### src/rtl/dti_serialize_pkg.sv
// Shared types and helpers for the dti word-to-element serializer.
package dti_serialize_pkg;

  typedef enum logic {
    IDLE = 1'b0,
    SEND = 1'b1
  } state_e;

  // Upper bounds for the generic element extractor below.
  localparam int unsigned MAX_WORD_W = 1024;
  localparam int unsigned MAX_ELEM_W = 64;

  function automatic int unsigned lw_of(input int unsigned num);
    return 32'($clog2(num + 1));
  endfunction

  function automatic logic [MAX_ELEM_W-1:0] elem_at(
    input logic [MAX_WORD_W-1:0] word,
    input int unsigned           idx,
    input int unsigned           width
  );
    return MAX_ELEM_W'(word >> (idx * width));
  endfunction

endpackage

### src/rtl/dti_serialize.sv
// Splits a packed word of up to NUM elements into one-element dti transfers,
// lowest index first, flagging the last element with eot.
module dti_serialize
  import dti_serialize_pkg::*;
#(
  parameter  int unsigned WIDTH = 16,
  parameter  int unsigned NUM   = 4,
  localparam int unsigned LW    = lw_of(NUM)
) (
  input  logic                  clk,
  input  logic                  rst,
  input  logic                  din_valid,
  output logic                  din_ready,
  input  logic [NUM*WIDTH+LW-1:0] din_data,
  output logic                  dout_valid,
  input  logic                  dout_ready,
  output logic [WIDTH:0]        dout_data
);

  localparam int unsigned IW = (NUM > 1) ? 32'($clog2(NUM)) : 1;
  localparam int unsigned DW = NUM * WIDTH;

  state_e          state_q, state_d;
  logic [DW-1:0]   word_q, word_d;
  logic [IW-1:0]   idx_q, idx_d;
  logic [LW-1:0]   cnt_q, cnt_d;

  logic [LW-1:0]   din_len;
  logic [LW-1:0]   din_cnt;
  logic            last;
  logic            dout_hs;
  logic            load;
  logic [WIDTH-1:0] elem;

  always_ff @(posedge clk or negedge rst) begin
    if (!rst) begin
      state_q <= IDLE;
      word_q  <= '0;
      idx_q   <= '0;
      cnt_q   <= '0;
    end else begin
      state_q <= state_d;
      word_q  <= word_d;
      idx_q   <= idx_d;
      cnt_q   <= cnt_d;
    end
  end

  // Oversized lengths are clamped to the number of element slots.
  assign din_len = din_data[DW +: LW];
  assign din_cnt = (din_len > LW'(NUM)) ? LW'(NUM) : din_len;

  assign elem = WIDTH'(elem_at(MAX_WORD_W'(word_q), 32'(idx_q), WIDTH));

  always_comb begin
    state_d    = state_q;
    word_d     = word_q;
    idx_d      = idx_q;
    cnt_d      = cnt_q;
    dout_valid = (state_q == SEND);
    last       = (LW'(idx_q) == (cnt_q - LW'(1)));
    dout_data  = {last, elem};
    dout_hs    = dout_valid & dout_ready;
    // Ready passes through on the last-element handshake so words chain with no bubble.
    din_ready  = rst & ((state_q == IDLE) | (dout_hs & last));
    load       = din_valid & din_ready;

    if (load) begin
      word_d  = din_data[DW-1:0];
      cnt_d   = din_cnt;
      idx_d   = '0;
      state_d = (din_cnt != '0) ? SEND : IDLE;
    end else if (dout_hs) begin
      if (last) begin
        state_d = IDLE;
      end else begin
        idx_d = IW'(idx_q + IW'(1));
      end
    end
  end

endmodule
### config.mk
export PLATFORM = sky130hd
export DESIGN_NAME = dti_serialize
export DESIGN_NICKNAME = d
export VERILOG_FILES = /design/src/rtl/dti_serialize_pkg.sv /design/src/rtl/dti_serialize.sv
export SDC_FILE = /design/constraint.sdc
export NUM_CORES = 1
export LEC_CHECK = 0
export ABC_AREA = 1
export ABC_CLOCK_PERIOD_IN_PS = 5550
export CELL_PAD_IN_SITES_DETAIL_PLACEMENT = 1
export CELL_PAD_IN_SITES_GLOBAL_PLACEMENT = 2
export CORE_ASPECT_RATIO = 1.2
export CORE_MARGIN = 3
export CORE_UTILIZATION = 30
export DETAILED_ROUTE_END_ITERATION = 6
export GPL_TIMING_DRIVEN = 0
export PLACE_DENSITY_LB_ADDON = 0.1
export SYNTH_ARGS = -nofsm -noshare
export SYNTH_HDL_FRONTEND = slang
export SYNTH_SLANG_ARGS = --single-unit
### constraint.sdc
create_clock -name clk -period 5.55 [get_ports clk]
set_clock_uncertainty 0.2 [all_clocks]
set_input_delay 1.11 -clock clk [delete_from_list [all_inputs] [get_ports clk]]
set_output_delay 1.11 -clock clk [all_outputs]
set_load 0.01 [all_outputs]
* After elaboration in Yosys (flattened, before gate mapping)
Cells that the tools add are included.
** Cells by class
- Add/subtract/negate cells :: 2
- Order comparisons :: 1
- Eq/ne operators :: 2
- Shift-type cells :: 1
- Mux-type cells :: 8
- Bitwise operators :: 6
- Reduce and logical (&&, ||, !) cells :: 5
** Operator list (number)
- 64-bit by 6-bit >> shifter with 16-bit output :: 1
- 2-bit two-way mux :: 3
- 1-bit AND :: 4
- 1-bit two-way mux :: 4
- 2-bit AND reduction :: 2
- 2-bit nonzero test :: 2
- 2-bit by 3-bit equality test with 1-bit output :: 1
- 3-bit greater-than comparator (second input constant) :: 1
- 3-bit two-way mux :: 1
- 3-bit nonzero test :: 1
- 3-bit by 1-bit subtractor with 3-bit output (second input constant) :: 1
- 2-bit by 1-bit adder with 2-bit output (second input constant) :: 1
- 2-bit by 1-bit != test with 1-bit output (second input constant) :: 1
- 1-bit NOT :: 1
- 1-bit bitwise OR :: 1
** Word-level totals
- Register bits :: 70
- Input bits :: 71
- Output and inout port bits :: 19
- Word-level logic and storage cells :: 29

* Longest topological paths before layout
Gate-level depths: netlist of the first run.
- Word-level depth :: 8
- Mapped depth :: 12
- Mapped depth without buffers :: 12

* Worst setup path before layout of the first run
OpenSTA, ideal clock, no wires.
- Path type :: input-to-output
- From :: input port rst
- To :: output port din_ready
- Arrival :: 1.980 ns
- Required time :: 4.240 ns
- Setup slack :: 2.260 ns
- Stages on the path :: 5
- Cells stage by stage :: buf_2 > clkbuf_1 > clkbuf_1 > nand2_1 > inv_1
** On the way
- Cells in the longest elaborated chain, start to end :: 1
** RTL lines
- from (decl) :: RTL line dti_serialize.sv:11 : input logic rst,
- 1-bit AND :: RTL line dti_serialize.sv:65 : din_ready = rst & ((state_q == IDLE) | (dout_hs & last));
- to (decl) :: RTL line dti_serialize.sv:13 : output logic din_ready,
No other way between the ends.

* Worst setup path in the final report of the first run
Ends and elaborated chain as after synthesis.

==> results of run 1 <==
worst max-delay path, cell delays in order:
cell and delay [ns]:
buf_4 0.13, buf_16 0.32, buf_2 0.29, clkbuf_1 0.53, clkbuf_1 0.42, nand2_1 0.10, inv_1 0.06, clkdlybuf4s50_1 0.53
stage by stage:
step / worst slack [ns] / power [W] / cells / utilization / hold slack [ns]
5_1_grt: 0.526 / 0.00304 / 693 / 0.433 / 0.298
3_3_place_gp: -1.97 / 0.00226 / 676 / 0.407 / 0.253
3_5_place_dp: 0.708 / 0.00229 / 677 / 0.409 / 0.260
4_1_cts: 0.702 / 0.00284 / 693 / 0.433 / 0.274
2_1_floorplan: 2.26 / 0.00163 / 434 / - / 0.237
6_report: 0.709 / 0.00280 / 693 / 0.433 / 0.269
layer usage:
| layer | wire (µm) | share of wire | vias up | GRT usage |
|---|---|---|---|---|
| li1 | - | - | 1675 | - |
| met1 | 5920 | 0.47 | 1682 | 0.273 |
| met2 | 6080 | 0.48 | 66 | 0.348 |
| met3 | 422 | 0.033 | 10 | 0.0327 |
| met4 | 175 | 0.014 | 0 | 0.0698 |
| met5 | 0 | 0 | - | 0 |
power by group:
group	switching (W)	leakage, nW	total, W	internal, W
clock	0.000223	0.139	0.000534	0.000311
combinational	0.000796	1.29	0.00137	0.000573
sequential	0.000152	0.871	0.000901	0.000749
total	0.00117	2.30	0.00280	0.00163
flip-flops by register name, summed over array words and instances, names as in the netlist:
register    flops
word_q         64
idx_q           2
cnt_q           3
dout_valid      1
layout by cell type (no fill, tap or decap), types with 2 or more instances in the layout:
| cell | n |
|---|---|
| nand2_1 | 148 |
| clkdlybuf4s50_1 | 87 |
| dfrtp_1 | 70 |
| nand4_1 | 69 |
| nor2_1 | 35 |
| o21ai_0 | 32 |
| clkbuf_1 | 22 |
| o22ai_1 | 16 |
| inv_1 | 13 |
| buf_2 | 12 |
| clkbuf_16 | 9 |
| clkinv_2 | 7 |
| buf_6 | 4 |
| buf_4 | 4 |
| nand3_1 | 2 |
cells by family (layout without fill, tap and decap cells):
family	after synthesis	after routing
compound gates	49	49
xor+xnor	1	1
buf+inv	56	161
fa+ha+maj	1	1
flops	70	70
simple gates	257	257
Yosys cell counts:
cell and count:
o22ai_1 16, buf_4 3, dfrtp_1 70, nand2_1 148
inv_1 13, nor3_1 1, buf_2 12, buf_1 1
nand4_1 69, o31ai_1 1, clkbuf_1 21, ha_1 1
buf_6 4, nand2_2 1, nand3_1 2, nor2_1 35
xnor2_1 1, clkinv_2 2, nand3_2 1, o21ai_0 32
final cells by class:
| type | instances | area (µm²) | area share |
|---|---|---|---|
| Sequential cell | 70 | 1750 | 0.363 |
| Multi-Input combinational cell | 308 | 1440 | 0.298 |
| Timing Repair Buffer | 89 | 906 | 0.188 |
| Clock buffer | 11 | 243 | 0.0503 |
| Buffer | 41 | 210 | 0.0436 |
| Tap cell | 154 | 193 | 0.0399 |
| Inverter | 15 | 58.8 | 0.0122 |
| Clock inverter | 5 | 25.0 | 0.00519 |
final timing paths:
path                       startpoint    endpoint  slack (ns)
setup reg to reg             cnt_q[0]  word_q[61]        3.44
hold reg to reg            word_q[27]  word_q[27]        0.27
max in group asynchronous         rst  word_q[17]        4.23
setup / recovery                  rst   din_ready        0.71
min in group asynchronous         rst  word_q[44]        0.37
hold / removal             word_q[27]  word_q[27]        0.27
==> metrics.txt, run 1 <==
final net count 606; FF+latch count, synth 70; sequential share of the synthesized area 0.506; Floorplan Core Area 0.0111 mm²; compound-gate portion of the synthesized area 0.0774; dominant cell type by area after synthesis dfrtp_1; RD Place Congestion 0.855; R2R cell count 12; Post-Synth XOR/XNOR Area 0.00253; Starting Density 0.311; GRT Util Overall 0.206; area grow syn2layout 39.5%; largest net degree at the start of global routing 69; Slew @ Worst Pin 0.651 ns; Die X 104 µm; CTS tree built; syn nets 506; First-pass DRT Iterations 4; Mapped Area 0.00346 mm²; Tmin final 4.84 ns; final WL 12,600 µm; Final setup viols 0; TNS Setup 0 ns; hold violation count in the final report 0; Antenna Violating Nets Remaining 0; Arr. time, crit path 3.53 ns; die area 0.0129 mm²; DP HPWL 9580 µm; Final Max Slew Viols 0; placed inst area 0.00456 mm²; first-pass GRT wire length 20,200 µm; CP Class input pin to output pin; DR iter-0 viols 157; # fillers 1,361; via count 3,433; IO Count 90; Max Clock Freq 207 MHz; die height 124 µm; simple logic cell fraction of the synthesized area 0.332; Hold Crit Class flop to flop; Clock transition at path regs 0.06 ns; initial antenna violation count 0; Via density 4.95; Crit Path Max Fanout 68; top cells by area, synth dfrtp_1 (51%), nand2_1 (16%), nand4_1 (12%), o21ai_0 (4.6%), nor2_1 (3.8%); top-area cell type share of the netlist area 0.506; VDD IR max 0.279 mV; gr ovfl total 0; DR WL/cell 18.2 µm; post-synthesis adder-cell area fraction 0.00362; status finished, final reports clean; cell area after layout 0.00483 mm²; Antenna diodes 0; hold path depth 2; # DRC 0; Power Density 581 mW/mm²; Yosys warnings 0; Critical Path RT 4.24 ns; Synth Instances 434; Syn Area/Cell 7.97 µm²; Leak 2.30 nW; CP Capture Type output pin; clk_lat worst skew 0.34 ns; mux cell area share after synthesis 0; Tcrit/Tclk final 0.872; Rel. slew slack 0.566; max-cap violations 0; Hold Buf Count CTS 0; H-tree Lvls 3; CTS-repair resized insts 0; Post-CTS Setup Bufs 0; number of distinct library cell variants in the gate-level netlist after synthesis 20; PortBufs 88; vias in the first global route 3,696; CP startpoint kind input pin; CTS Buf Count 9; largest family of logic cells by synthesized area simple AND/OR/NAND/NOR gates; Sink Count 70; clk root buf clkbuf_16; RSZ-0062 raised after global routing false; Rows 42; CTS max path bufs 2; share of layout cells above drive strength 1 0.0742
Note: power is estimated with default switching activity, not from simulation.
==> run 2, diff against run 1 <==
--- a/config.mk
+++ b/config.mk
@@ -15,6 +15,7 @@
 export DETAILED_ROUTE_END_ITERATION = 6
 export GPL_TIMING_DRIVEN = 0
 export PLACE_DENSITY_LB_ADDON = 0.1
+export SLEW_MARGIN = 20
 export SYNTH_ARGS = -nofsm -noshare
 export SYNTH_HDL_FRONTEND = slang
 export SYNTH_SLANG_ARGS = --single-unit
==> run 2 against run 1 <==
Sequential share of layout area unchanged. Maximum frequency is 2.3% lower. Via count shrank 0.26%. Largest cell class unchanged. Critical endpoint unchanged. Wire length rose by 0.21%. Critical path type unchanged.
==> metrics.txt, run 2 (synthesized netlist as in run 1, its figures left out) <==
RSZ-0062 raised after global routing false (unchanged); Post-CTS Setup Bufs 0 (unchanged); Final setup viols 0 (unchanged); CTS tree built (unchanged); Clock transition at path regs 0.06 ns (about the same); crit-path leading delay family buffers and inverters (unchanged); Hold Crit Start word_q[27] (unchanged); Flop pwr share 0.321 (about the same); DP HPWL 9650 µm (was 9580 µm); die height 124 µm (unchanged); Antenna diodes 0 (unchanged); Hold Buf Count CTS 0 (unchanged); # fillers 1,383 (was 1,361); Floorplan Core Area 0.0111 mm² (unchanged); worst flop-to-flop path endpoint word_q[61] (unchanged); Arr. time, crit path 3.64 ns (was 3.53 ns); CP peak stage delay 0.53 ns (about the same); internal power 0.00163 W (about the same); Clock power frac 0.190 (about the same); First-pass DRT Iterations 4 (unchanged); die area 0.0129 mm² (unchanged); Max Clock Freq 202 MHz (was 207 MHz); placed cells 677 (unchanged); crit path launch rst (unchanged); via count 3,424 (was 3,433); Rel. slew slack 0.573 (was 0.566); gr ovfl total 0 (unchanged); H-tree Lvls 3 (unchanged); R2R Path Start cnt_q[0] (unchanged); Cell Chain, Critical Path buf_4 -> buf_16 -> buf_2 -> clkbuf_1 -> clkbuf_1 -> nand2_1 -> inv_1 -> clkdlybuf4s50_1 (unchanged); hold path depth 2 (unchanged); Final Max Slew Viols 0 (unchanged); hold violation count in the final report 0 (unchanged); clk_lat worst skew 0.34 ns (about the same); final WL 12,600 µm (about the same); CP startpoint kind input pin (unchanged); Rows 42 (unchanged); Via density 4.94 (was 4.95); clk root buf clkbuf_16 (unchanged); largest register by flop count word_q (unchanged); Slowest cell on crit path clkdlybuf4s50_1 (was clkbuf_1); share of layout cells above drive strength 1 0.0742 (unchanged); Sink Count 70 (unchanged); DR iter-0 viols 156 (was 157); largest net degree at the start of global routing 48 (was 69); IO Count 90 (unchanged); CTS-repair resized insts 0 (unchanged); RD Place Congestion 0.855 (unchanged); first-pass GRT wire length 20,200 µm (about the same); Buf/Inv on CP 7 (unchanged); CTS Buf Count 9 (unchanged); Non-Filler Instances 693 (unchanged); Hold Crit Class flop to flop (unchanged); status finished, final reports clean (unchanged); Critical Path RT 4.24 ns (about the same); CP Capture Type output pin (unchanged); Die X 104 µm (unchanged); DR WL/cell 18.2 µm (about the same); Tot Pwr 0.00280 W (about the same); max-cap violations 0 (unchanged); Sw Ratio 0.418 (about the same); Starting Density 0.311 (unchanged); hold endpoint word_q[27] (unchanged); Power Density 581 mW/mm² (about the same); Leak 2.30 nW (unchanged); Hold WS 0.269 ns (about the same); Antenna Violating Nets Remaining 0 (unchanged); commonest non-fill, non-tap cell in the layout nand2_1 (unchanged); vias in the first global route 3,677 (was 3,696); Tmin final 4.95 ns (was 4.84 ns); VDD IR max 0.236 mV (was 0.279 mV); GRT Util Overall 0.206 (about the same); sw power 0.00117 W (about the same); Largest register FFs 64 (unchanged); Crit Path Max Fanout 47 (was 68); PortBufs 88 (unchanged); CP Class input pin to output pin (unchanged); reg2reg setup slack 3.43 ns (was 3.44 ns); CTS max path bufs 2 (unchanged); biggest regs word_q: 64 flops, cnt_q: 3 flops, idx_q: 2 flops (unchanged); area grow syn2layout 39.5% (unchanged); Slew @ Worst Pin 0.641 ns (was 0.651 ns); R2R cell count 12 (unchanged); Post-Route Utilization 0.433 (unchanged); # DRC 0 (unchanged); Logic pwr share 0.490 (was 0.488); most numerous cell on the critical path clkbuf_1 (unchanged); most frequent cells in the layout nand2_1 (148), clkdlybuf4s50_1 (87), dfrtp_1 (70), nand4_1 (69), nor2_1 (35) (unchanged); Tcrit/Tclk final 0.893 (was 0.872); final net count 606 (unchanged); initial antenna violation count 0 (unchanged)
-- run 2: cell counts in the layout (fill, tap and decap cells not counted) --
Identical to the previous run, type by type.
-- run 2: stage by stage --
step / setup slack (ns) / instance area [µm²] / TNS, ns
finish: 0.597 / 4830 / 0
global route: 0.339 / 4830 / 0
CTS: 0.509 / 4830 / 0
global placement: -1.97 / 4530 / -7.74
floorplan: 2.26 / 3460 / 0
detailed placement: 0.516 / 4560 / 0
-- run 2: final cells by class --
class                           count  area (µm²)  share of cell area
Clock inverter                      5        25.0             0.00519
Clock buffer                       11         243              0.0503
Timing Repair Buffer               89         906               0.188
Inverter                           15        58.8              0.0122
Sequential cell                    70        1750               0.363
Tap cell                          154         193              0.0399
Multi-Input combinational cell    308        1440               0.298
Buffer                             41         210              0.0436
-- run 2: worst max path at each step --
stage,endpoint,slack [ns],cells past startpoint
2_1_floorplan,din_ready,2.26,5
3_3_place_gp,din_ready,-1.97,7
3_5_place_dp,din_ready,0.52,8
4_1_cts,din_ready,0.51,8
5_1_grt,din_ready,0.34,8
6_report,din_ready,0.60,8
-- run 2: per-layer routing --
layer / global-route usage / up-vias / routed length (µm)
li1: - / 1674 / -
met1: 0.278 / 1666 / 5950
met2: 0.348 / 72 / 6100
met3: 0.0311 / 12 / 440
met4: 0.0599 / 0 / 137
met5: 0 / - / 0
-- run 2: power by group through the flow --
stage | clock network (W) | registers [W] | logic, W
2_1_floorplan | 0 | 0.000845 | 0.000788
3_3_place_gp | 0 | 0.000904 | 0.00136
3_5_place_dp | 0 | 0.000905 | 0.00139
4_1_cts | 0.000537 | 0.000901 | 0.00140
5_1_grt | 0.000564 | 0.000933 | 0.00154
6_report | 0.000532 | 0.000900 | 0.00137
-- run 2: worst register-to-register path, stage by stage, from the launching register on --
cell     delay, ns
dfrtp_1       0.36
inv_1         0.06
ha_1          0.31
inv_1         0.06
nand2_1       0.05
nand2_1       0.09
nand4_1       0.11
nand2_2       0.17
nand3_2       0.15
buf_6         0.19
buf_6         0.14
nand2_1       0.06
nand2_1       0.05
